`config.mk`:
```
export PLATFORM = sky130hd
export DESIGN_NAME = uart_rx_ctrl
export DESIGN_NICKNAME = d
export VERILOG_FILES = /design/src/rtl/uart_rx_ctrl.sv
export SDC_FILE = /design/constraint.sdc
export NUM_CORES = 1
export LEC_CHECK = 0
export ABC_CLOCK_PERIOD_IN_PS = 7700
export BUFFER_PORTS_ARGS = -buffer_cell sky130_fd_sc_hd__buf_2
export CELL_PAD_IN_SITES_DETAIL_PLACEMENT = 2
export CELL_PAD_IN_SITES_GLOBAL_PLACEMENT = 2
export CORE_MARGIN = 2
export CORE_UTILIZATION = 40
export CTS_BUF_LIST = sky130_fd_sc_hd__clkbuf_8
export DETAILED_ROUTE_END_ITERATION = 16
export PLACE_DENSITY = 0.8
export SLEW_MARGIN = 10
export SYNTH_ARGS = -nofsm -noshare
export SYNTH_HDL_FRONTEND = slang
export SYNTH_SLANG_ARGS = --single-unit
```
`constraint.sdc`:
```
create_clock -name i_clk -period 7.7 [get_ports i_clk]
set_clock_uncertainty 0.1 [all_clocks]
set_input_delay 1.925 -clock i_clk [delete_from_list [all_inputs] [get_ports i_clk]]
set_output_delay 1.925 -clock i_clk [all_outputs]
set_load 0.02 [all_outputs]
```
`src/rtl/uart_rx_ctrl.sv`:
```
`timescale 1ns/1ps
// Receive controller for one UART channel: buffers received words in a small FIFO
// and exposes data/status/control registers on a Wishbone classic slave port.
module uart_rx_ctrl #(
  parameter int DATA_BITS  = 8,
  parameter int FIFO_DEPTH = 8
) (
  input  logic                 i_clk,
  input  logic                 i_rst_n,
  input  logic [DATA_BITS-1:0] i_rx_data,
  input  logic                 i_rx_ready,
  input  logic                 i_rx_busy,
  input  logic                 i_wb_cyc,
  input  logic                 i_wb_stb,
  input  logic                 i_wb_we,
  input  logic [1:0]           i_wb_addr,
  input  logic [7:0]           i_wb_data,
  output logic                 o_wb_ack,
  output logic [7:0]           o_wb_data,
  output logic                 o_irq
);
  localparam int AW = (FIFO_DEPTH > 1) ? $clog2(FIFO_DEPTH) : 1;
  localparam int CW = AW + 1;

  typedef enum logic {S_IDLE, S_ACK} state_e;

  state_e               state_q, state_d;
  logic [DATA_BITS-1:0] mem_q [FIFO_DEPTH];
  logic [AW-1:0]        wptr_q, wptr_d, rptr_q, rptr_d;
  logic [CW-1:0]        count_q, count_d;
  logic                 overrun_q, overrun_d;
  logic                 irq_en_q, irq_en_d;
  logic [3:0]           thr_q, thr_d;
  logic [7:0]           rdata_q, rdata_d;
  logic                 ack_d, irq_d;

  logic       req, empty, full, pop, push, ovr_set, w1c;
  logic [3:0] thr_eff;
  logic [7:0] status_byte;

  always_comb begin
    state_d   = S_IDLE;
    wptr_d    = wptr_q;
    rptr_d    = rptr_q;
    count_d   = count_q;
    irq_en_d  = irq_en_q;
    thr_d     = thr_q;
    rdata_d   = rdata_q;
    ack_d     = 1'b0;

    // A strobe lingering in S_ACK belongs to the transfer being acknowledged.
    req     = (state_q == S_IDLE) && i_wb_cyc && i_wb_stb;
    empty   = (count_q == '0);
    full    = (count_q == CW'(FIFO_DEPTH));
    pop     = req && !i_wb_we && (i_wb_addr == 2'd0) && !empty;
    push    = i_rx_ready && (!full || pop);
    ovr_set = i_rx_ready && full && !pop;
    w1c     = req && i_wb_we && (i_wb_addr == 2'd1) && i_wb_data[2];
    thr_eff = (thr_q == 4'd0) ? 4'd1 : thr_q;
    status_byte = {4'(count_q), i_rx_busy, overrun_q, full, !empty};

    overrun_d = ovr_set || (overrun_q && !w1c);

    if (req) begin
      state_d = S_ACK;
      ack_d   = 1'b1;
      if (i_wb_we) begin
        rdata_d = i_wb_data;
        if (i_wb_addr == 2'd2) begin
          irq_en_d = i_wb_data[0];
          thr_d    = i_wb_data[7:4];
        end
      end else begin
        unique case (i_wb_addr)
          2'd0:    rdata_d = empty ? 8'h00 : 8'(mem_q[rptr_q]);
          2'd1:    rdata_d = status_byte;
          2'd2:    rdata_d = {thr_q, 3'b000, irq_en_q};
          default: rdata_d = 8'h00;
        endcase
      end
    end

    if (push) wptr_d = wptr_q + 1'b1;
    if (pop)  rptr_d = rptr_q + 1'b1;
    if (push && !pop)      count_d = count_q + 1'b1;
    else if (pop && !push) count_d = count_q - 1'b1;

    irq_d = irq_en_q && (overrun_q || (5'(count_q) >= 5'(thr_eff)));
  end

  always_ff @(posedge i_clk or negedge i_rst_n) begin
    if (!i_rst_n) begin
      state_q   <= S_IDLE;
      wptr_q    <= '0;
      rptr_q    <= '0;
      count_q   <= '0;
      overrun_q <= 1'b0;
      irq_en_q  <= 1'b0;
      thr_q     <= 4'd0;
      rdata_q   <= 8'h00;
      o_wb_ack  <= 1'b0;
      o_irq     <= 1'b0;
    end else begin
      state_q   <= state_d;
      wptr_q    <= wptr_d;
      rptr_q    <= rptr_d;
      count_q   <= count_d;
      overrun_q <= overrun_d;
      irq_en_q  <= irq_en_d;
      thr_q     <= thr_d;
      rdata_q   <= rdata_d;
      o_wb_ack  <= ack_d;
      o_irq     <= irq_d;
    end
  end

  // Storage carries no reset so it maps onto plain distributed/block memory.
  always_ff @(posedge i_clk) begin
    if (push) mem_q[wptr_q] <= i_rx_data;
  end

  assign o_wb_data = rdata_q;
endmodule

```
==> out/qor.txt, run 1 <==
number of cells traversed by the worst register-to-register path = 9
maximum frequency from static timing analysis = 0.225 GHz
H-tree depth = 3
boundary pin count = 35
Hold Fails Final Rpt = 0
mean post-synth cell area = 15.2 sq um
outcome = complete, no violations
unrepaired setup endpoints after global routing = no
Final Util = 0.459
count of cells along the worst hold path = 2
count of buffers added by post-CTS timing repair for setup = 0
Crit Reg-Reg Startpoint = state_q
Synth warnings = 0
count of state elements after synthesis = 90
arrival time reported for the critical path endpoint = 4.60 ns
cell row count = 36
Clock Pin Slew Worst Setup and Hold Paths = 0.10 ns
TritonCTS clock tree = yes
clock sink count = 90
die extent in y = 104 um
leakage power summed over all cells = 1.65 nW
Gate Count Post-Synth = 261
initial antenna violation count = 0
number of buffers between clock root and the deepest sink = 2
area fraction in compound gates after synthesis = 0.0799
TNS Setup = 0 ns
Tot GR Track Use = 0.210
Routed Antenna Nets = 0
synthesis-to-layout area growth = 12.1%
max-slew headroom at the worst pin = 0.276
routed vias/inst = 5.48
share of synthesized cell area in full adder, half adder and majority cells = 0.0335
Worst-Skew Late Latency = 0.38 ns
Crit Path Class = in -> reg
detailed-route wire length = 10.6 mm
initial detailed-routing violation count = 125
area enclosed by the die boundary = 0.0107 sq mm
final estimated routing congestion in global placement = 0.782
critical hold path startpoint = o_wb_data[3]
synthesized-area fraction occupied by xor and xnor cells = 0.0110
fraction of registers with async set/reset = 0.289
total number of vias = 2374
wire length per cell after detailed routing = 24.5 um
final setup violation count = 0
largest family of logic cells by synthesized area = multiplexers
CTS Hold Bufs = 0
number of cells after detailed placement = 417
post-cts gate resize count = 0
number of enable-type register cells in the synthesized netlist = 64
simple logic cell fraction of the synthesized area = 0.0780
class of the tightest hold or removal check = reg -> reg
measured slew at the worst slew-check pin = 1.09 ns
initial core utilization = 0.409
# nets final = 330
areal power density over the cells = 330 mW/mm^2
port buffer count = 34
Hold Path End = o_wb_data[3]
sequential cell area fraction in the yosys report = 0.649
multiplexer share of the synthesized area = 0.122
fill cell count = 917
Worst Path Required = 7.85 ns
total nets after synthesis = 296
max-cap viol count = 0
Critical Path Start Type = input pin
number of buffers created by CTS = 9
final worst-path cycle share = 0.578
fraction of final layout cells with drive strength greater than 1 = 0.267
primary flip-flop cell chosen by synthesis mapping = sky130_fd_sc_hd__edfxtp_1
final cell count without fillers = 433
TritonRoute pass-1 iters = 4
root cell of the clock tree = sky130_fd_sc_hd__clkbuf_8
die width = 104 um
pin count of the biggest net entering global routing = 27
Final min period = 4.45 ns
worst reg2reg endpoint = count_q[3]
GRT Residual Overflow = 0
largest driver fanout on the critical path = 11
final HPWL from detailed placement = 7.33 mm
vias in the first global route = 2717
global-route wire length before repair = 16.4 mm
core outline area = 0.00968 sq mm
mapped cell area = 0.00396 sq mm
flop-to-flop setup slack = 4.40 ns
post-synth cell types = 51
endpoint class of the critical path = register
worst IR drop on VDD = 0.146 mV
antenna cell count = 0
number of remaining DRC errors = 0
Max Slew Vio Count = 0
==> power breakdown <==
group          internal [mW]  total (mW)  switching [mW]
clock network          0.126       0.321           0.195
logic                  0.195       0.403           0.208
registers              0.618       0.741           0.122
==> per-layer routing <==
| metal | wire length (um) | part of all wire | up-vias | GRT usage |
|---|---|---|---|---|
| met3 | 334 | 0.032 | 15 | 0.0472 |
| met4 | 248 | 0.023 | 0 | 0.0763 |
| li1 | - | - | 1069 | - |
| met1 | 4170 | 0.39 | 1232 | 0.238 |
| met2 | 5830 | 0.55 | 58 | 0.386 |
| met5 | 0 | 0 | - | 0 |
==> Yosys cell counts (3+ instances only) <==
library cell               count  area (sq um)
sky130_fd_sc_hd__a21oi_1      10          50.1
sky130_fd_sc_hd__buf_2         5          25.0
sky130_fd_sc_hd__clkbuf_1      4          15.0
sky130_fd_sc_hd__dfrtp_1      26           651
sky130_fd_sc_hd__edfxtp_1     64          1920
sky130_fd_sc_hd__ha_1          9           113
sky130_fd_sc_hd__inv_1        11          41.3
sky130_fd_sc_hd__mux2_2        3          33.8
sky130_fd_sc_hd__mux2i_1      11           110
sky130_fd_sc_hd__mux4_2       14           315
sky130_fd_sc_hd__nand2_1      16          60.1
sky130_fd_sc_hd__nand2b_1      7          43.8
sky130_fd_sc_hd__nor2_1       14          52.6
sky130_fd_sc_hd__nor3_1        7          35.0
sky130_fd_sc_hd__nor3b_1       3          22.5
sky130_fd_sc_hd__o21ai_0      10          50.1
sky130_fd_sc_hd__o22ai_1       4          25.0
sky130_fd_sc_hd__xnor2_1       4          35.0
==> worst max path at each step <==
| stage | startpoint | end | slack [ns] | depth (start not counted) |
|---|---|---|---|---|
| floorplan | i_wb_we | count_q[3] | 3.41 | 9 |
| global placement | i_wb_stb | count_q[3] | 3.08 | 9 |
| detailed placement | i_wb_stb | count_q[3] | 2.91 | 9 |
| CTS | i_wb_stb | count_q[3] | 3.27 | 9 |
| global route | i_wb_stb | count_q[3] | 3.12 | 10 |
| finish | i_wb_stb | count_q[3] | 3.25 | 10 |
==> cell usage in the layout, fill, tap and decap left out, types with 4 or more instances in the layout <==
master / instances
sky130_fd_sc_hd__ha_1: 9
sky130_fd_sc_hd__mux4_2: 14
sky130_fd_sc_hd__o22ai_1: 4
sky130_fd_sc_hd__edfxtp_1: 64
sky130_fd_sc_hd__nand2_1: 16
sky130_fd_sc_hd__nand2b_1: 7
sky130_fd_sc_hd__mux2i_1: 11
sky130_fd_sc_hd__inv_1: 11
sky130_fd_sc_hd__xnor2_1: 4
sky130_fd_sc_hd__nor2_1: 14
sky130_fd_sc_hd__a21oi_1: 10
sky130_fd_sc_hd__o21ai_0: 10
sky130_fd_sc_hd__nor3_1: 5
sky130_fd_sc_hd__clkbuf_8: 9
sky130_fd_sc_hd__dfrtp_1: 26
sky130_fd_sc_hd__buf_2: 34
==> stage by stage <==
stage | setup slack [ns] | hold WS [ns] | power (mW) | instance area [sq um]
2_1_floorplan | 3.41 | 0.390 | 0.999 | 3960
3_3_place_gp | 3.08 | 0.423 | 1.12 | 4250
3_5_place_dp | 2.91 | 0.434 | 1.16 | 4250
4_1_cts | 3.27 | 0.461 | 1.49 | 4440
5_1_grt | 3.12 | 0.488 | 1.55 | 4440
6_report | 3.25 | 0.454 | 1.46 | 4440
==> final cells by class <==
type / count / area [sq um] / area share
sequential: 90 / 2570 / 0.579
multi-input combinational: 148 / 1300 / 0.292
timing repair buffer: 34 / 170 / 0.0383
tap: 133 / 166 / 0.0374
clock buffer: 9 / 124 / 0.0279
clock inverter: 7 / 68.8 / 0.0155
inverter: 12 / 45.0 / 0.0101
==> worst max-delay path, cell delays in order <==
cell	delay (ns)
sky130_fd_sc_hd__buf_2	0.08
sky130_fd_sc_hd__nand3b_1	0.34
sky130_fd_sc_hd__or4_4	0.71
sky130_fd_sc_hd__ha_1	0.27
sky130_fd_sc_hd__inv_1	0.17
sky130_fd_sc_hd__ha_1	0.26
sky130_fd_sc_hd__a21o_2	0.23
sky130_fd_sc_hd__a21oi_1	0.25
sky130_fd_sc_hd__mux2i_1	0.25
sky130_fd_sc_hd__o31ai_1	0.09
==> cell families (layout without fill, tap and decap cells) <==
family,count (synthesis),in the layout
multiplexers,30,30
AO/OA/AOI/OAI,45,45
adder cells (fa/ha/maj),10,10
AND/OR/NAND/NOR,58,58
flip-flops,90,90
XOR/XNOR,5,5
buffers and inverters,23,62
==> sequential cells by signal, indices dropped and copies added (netlist names) <==
name / count
o_irq: 1
o_wb_data: 8
rptr_q: 3
irq_en_q: 1
count_q: 4
overrun_q: 1
wptr_q: 3
state_q: 1
thr_q: 4
mem_q: 64
No activity file was read; power rests on OpenSTA's default activity.
==> inputs of run 2 (changes only) <==
--- a/config.mk
+++ b/config.mk
@@ -5,7 +5,7 @@
 export SDC_FILE = /design/constraint.sdc
 export NUM_CORES = 1
 export LEC_CHECK = 0
-export ABC_CLOCK_PERIOD_IN_PS = 7700
+export ABC_CLOCK_PERIOD_IN_PS = 4700
 export BUFFER_PORTS_ARGS = -buffer_cell sky130_fd_sc_hd__buf_2
 export CELL_PAD_IN_SITES_DETAIL_PLACEMENT = 2
 export CELL_PAD_IN_SITES_GLOBAL_PLACEMENT = 2
==> constraint.sdc (replaced) <==
create_clock -name i_clk -period 4.7 [get_ports i_clk]
set_clock_uncertainty 0.1 [all_clocks]
set_input_delay 1.175 -clock i_clk [delete_from_list [all_inputs] [get_ports i_clk]]
set_output_delay 1.175 -clock i_clk [all_outputs]
set_load 0.02 [all_outputs]
==> run 2 against run 1 <==
Count of clock-buffer cells in the layout is the same. Global-route usage shrank 1.5 points. Critical path depth shrank 1. Via count is essentially flat. Register-to-register slack lost 2.9 ns. Die area is the same. Critical endpoint unchanged. Largest cell class unchanged.
==> out/qor.txt, run 2 (synthesized netlist as in run 1, its figures left out) <==
class of the tightest hold or removal check = reg -> reg (unchanged)
core outline area = 0.00968 sq mm (unchanged)
final estimated routing congestion in global placement = 0.771 (was 0.782)
number of remaining DRC errors = 0 (unchanged)
H-tree depth = 3 (unchanged)
met1 wire length = 4.16 mm (was 4.17 mm)
Hold Fails Final Rpt = 0 (unchanged)
Final min period = 3.59 ns
pin count of the biggest net entering global routing = 27 (unchanged)
TritonCTS clock tree = yes (unchanged)
leakage power summed over all cells = 1.68 nW (was 1.65 nW)
register with the most flip-flops = mem_q (unchanged)
antenna cell count = 0 (unchanged)
number of buffers created by CTS = 9 (unchanged)
max reg flops = 64 (unchanged)
boundary pin count = 35 (unchanged)
most common library cell in the layout ignoring fill and taps = sky130_fd_sc_hd__edfxtp_1 (unchanged)
# nets final = 333 (was 330)
die extent in y = 104 um (unchanged)
initial core utilization = 0.409 (unchanged)
unrepaired setup endpoints after global routing = no (unchanged)
number of buffers between clock root and the deepest sink = 2 (unchanged)
root cell of the clock tree = sky130_fd_sc_hd__clkbuf_8 (unchanged)
final worst-path cycle share = 0.764
final setup violation count = 0 (unchanged)
routed vias/inst = 5.45 (was 5.48)
max-cap viol count = 0 (unchanged)
hold slack final = 0.447 ns (was 0.454 ns)
fill cell count = 913 (was 917)
max-slew headroom at the worst pin = 0.289 (was 0.276)
Worst Path Required = 4.84 ns (was 7.85 ns)
met3 wirelength from detailed routing = 282 um (was 334 um)
overall power = 2.44 mW (was 1.46 mW)
post-route design area = 0.00448 sq mm (was 0.00444 sq mm)
commonest cells after routing, fill and taps aside = sky130_fd_sc_hd__edfxtp_1, sky130_fd_sc_hd__buf_2, sky130_fd_sc_hd__dfrtp_1, sky130_fd_sc_hd__nand2_1 (unchanged)
detailed-route wire length = 9.80 mm (was 10.6 mm)
outcome = complete, no violations (unchanged)
measured slew at the worst slew-check pin = 1.07 ns (was 1.09 ns)
area enclosed by the die boundary = 0.0107 sq mm (unchanged)
areal power density over the cells = 544 mW/mm^2 (was 330 mW/mm^2)
initial detailed-routing violation count = 111 (was 125)
TNS Setup = 0 ns (unchanged)
arrival time reported for the critical path endpoint = 3.74 ns (was 4.60 ns)
clock sink count = 90 (unchanged)
Tot GR Track Use = 0.195 (was 0.210)
Final Util = 0.463 (was 0.459)
Critical Path Start Type = input pin (unchanged)
TritonRoute pass-1 iters = 4 (unchanged)
die width = 104 um (unchanged)
Max Slew Vio Count = 0 (unchanged)
global-route wire length before repair = 15.7 mm (was 16.4 mm)
count of buffers added by post-CTS timing repair for setup = 0 (unchanged)
Routed Antenna Nets = 0 (unchanged)
total number of vias = 2375 (was 2374)
post-cts gate resize count = 0 (unchanged)
wire length per cell after detailed routing = 22.5 um (was 24.5 um)
endpoint class of the critical path = register (unchanged)
worst IR drop on VDD = 0.225 mV (was 0.146 mV)
Worst-Skew Late Latency = 0.37 ns (was 0.38 ns)
CTS Hold Bufs = 0 (unchanged)
Placed Area = 0.00426 sq mm (was 0.00425 sq mm)
final HPWL from detailed placement = 7.06 mm (was 7.33 mm)
largest driver fanout on the critical path = 11 (unchanged)
synthesis-to-layout area growth = 13.1% (was 12.1%)
Crit Path Class = in -> reg (unchanged)
Clock Pin Slew Worst Setup and Hold Paths = 0.11 ns (was 0.10 ns)
port buffer count = 34 (unchanged)
top layer used by detailed routing = met4 (unchanged)
DR WL met2 = 5.19 mm (was 5.83 mm)
multi-input logic area = 0.00129 sq mm (was 0.00130 sq mm)
Register Area = 0.00257 sq mm (unchanged)
initial antenna violation count = 0 (unchanged)
vias in the first global route = 2733 (was 2717)
cell row count = 36 (unchanged)
fraction of final layout cells with drive strength greater than 1 = 0.267 (about the same)
maximum frequency from static timing analysis = 0.278 GHz
GRT Residual Overflow = 0 (unchanged)
## run 2: path summary, 6_finish.rpt
path	start	endpoint	slack (ns)	cells after the start
worst min-delay path	o_wb_data[5]	o_wb_data[5]	0.45	2
worst min register to register	o_wb_data[5]	o_wb_data[5]	0.45	2
worst max-delay path	i_wb_cyc	count_q[3]	1.11	9
min in group asynchronous	i_rst_n	thr_q[2]	0.71	1
worst max register to register	state_q	count_q[3]	1.49	8
max in group asynchronous	i_rst_n	wptr_q[1]	3.39	1
## run 2: stage by stage
stage,instances,setup slack [ns]
2_1_floorplan,261,1.16
3_3_place_gp,420,0.797
3_5_place_dp,420,0.761
4_1_cts,436,1.16
5_1_grt,436,1.01
6_report,436,1.11
## run 2: worst max-delay path, stage by stage
cell and delay (ns):
sky130_fd_sc_hd__buf_2 0.09, sky130_fd_sc_hd__nand3b_1 0.32, sky130_fd_sc_hd__or4_4 0.69, sky130_fd_sc_hd__ha_1 0.26, sky130_fd_sc_hd__inv_1 0.17, sky130_fd_sc_hd__ha_1 0.26
sky130_fd_sc_hd__a21o_2 0.23, sky130_fd_sc_hd__a2111oi_0 0.40, sky130_fd_sc_hd__o31ai_1 0.14
## run 2: cell type report
class                      instances  area share
sequential                        90       0.574
multi-input combinational        148       0.287
timing repair buffer              37      0.0430
tap                              133      0.0371
clock buffer                       9      0.0276
clock inverter                     7      0.0212
inverter                          12      0.0100
## run 2: routing by layer
layer | track usage | vias to the layer above
li1 | - | 1079
met1 | 0.237 | 1237
met2 | 0.350 | 44
met3 | 0.0428 | 15
met4 | 0.0560 | 0
met5 | 0 | -
## run 2: where the power goes
group / internal, mW / leakage, nW / switching (mW)
logic: 0.324 / 0.676 / 0.341
registers: 1.01 / 0.888 / 0.191
clock network: 0.261 / 0.111 / 0.311
total: 1.60 / 1.68 / 0.844
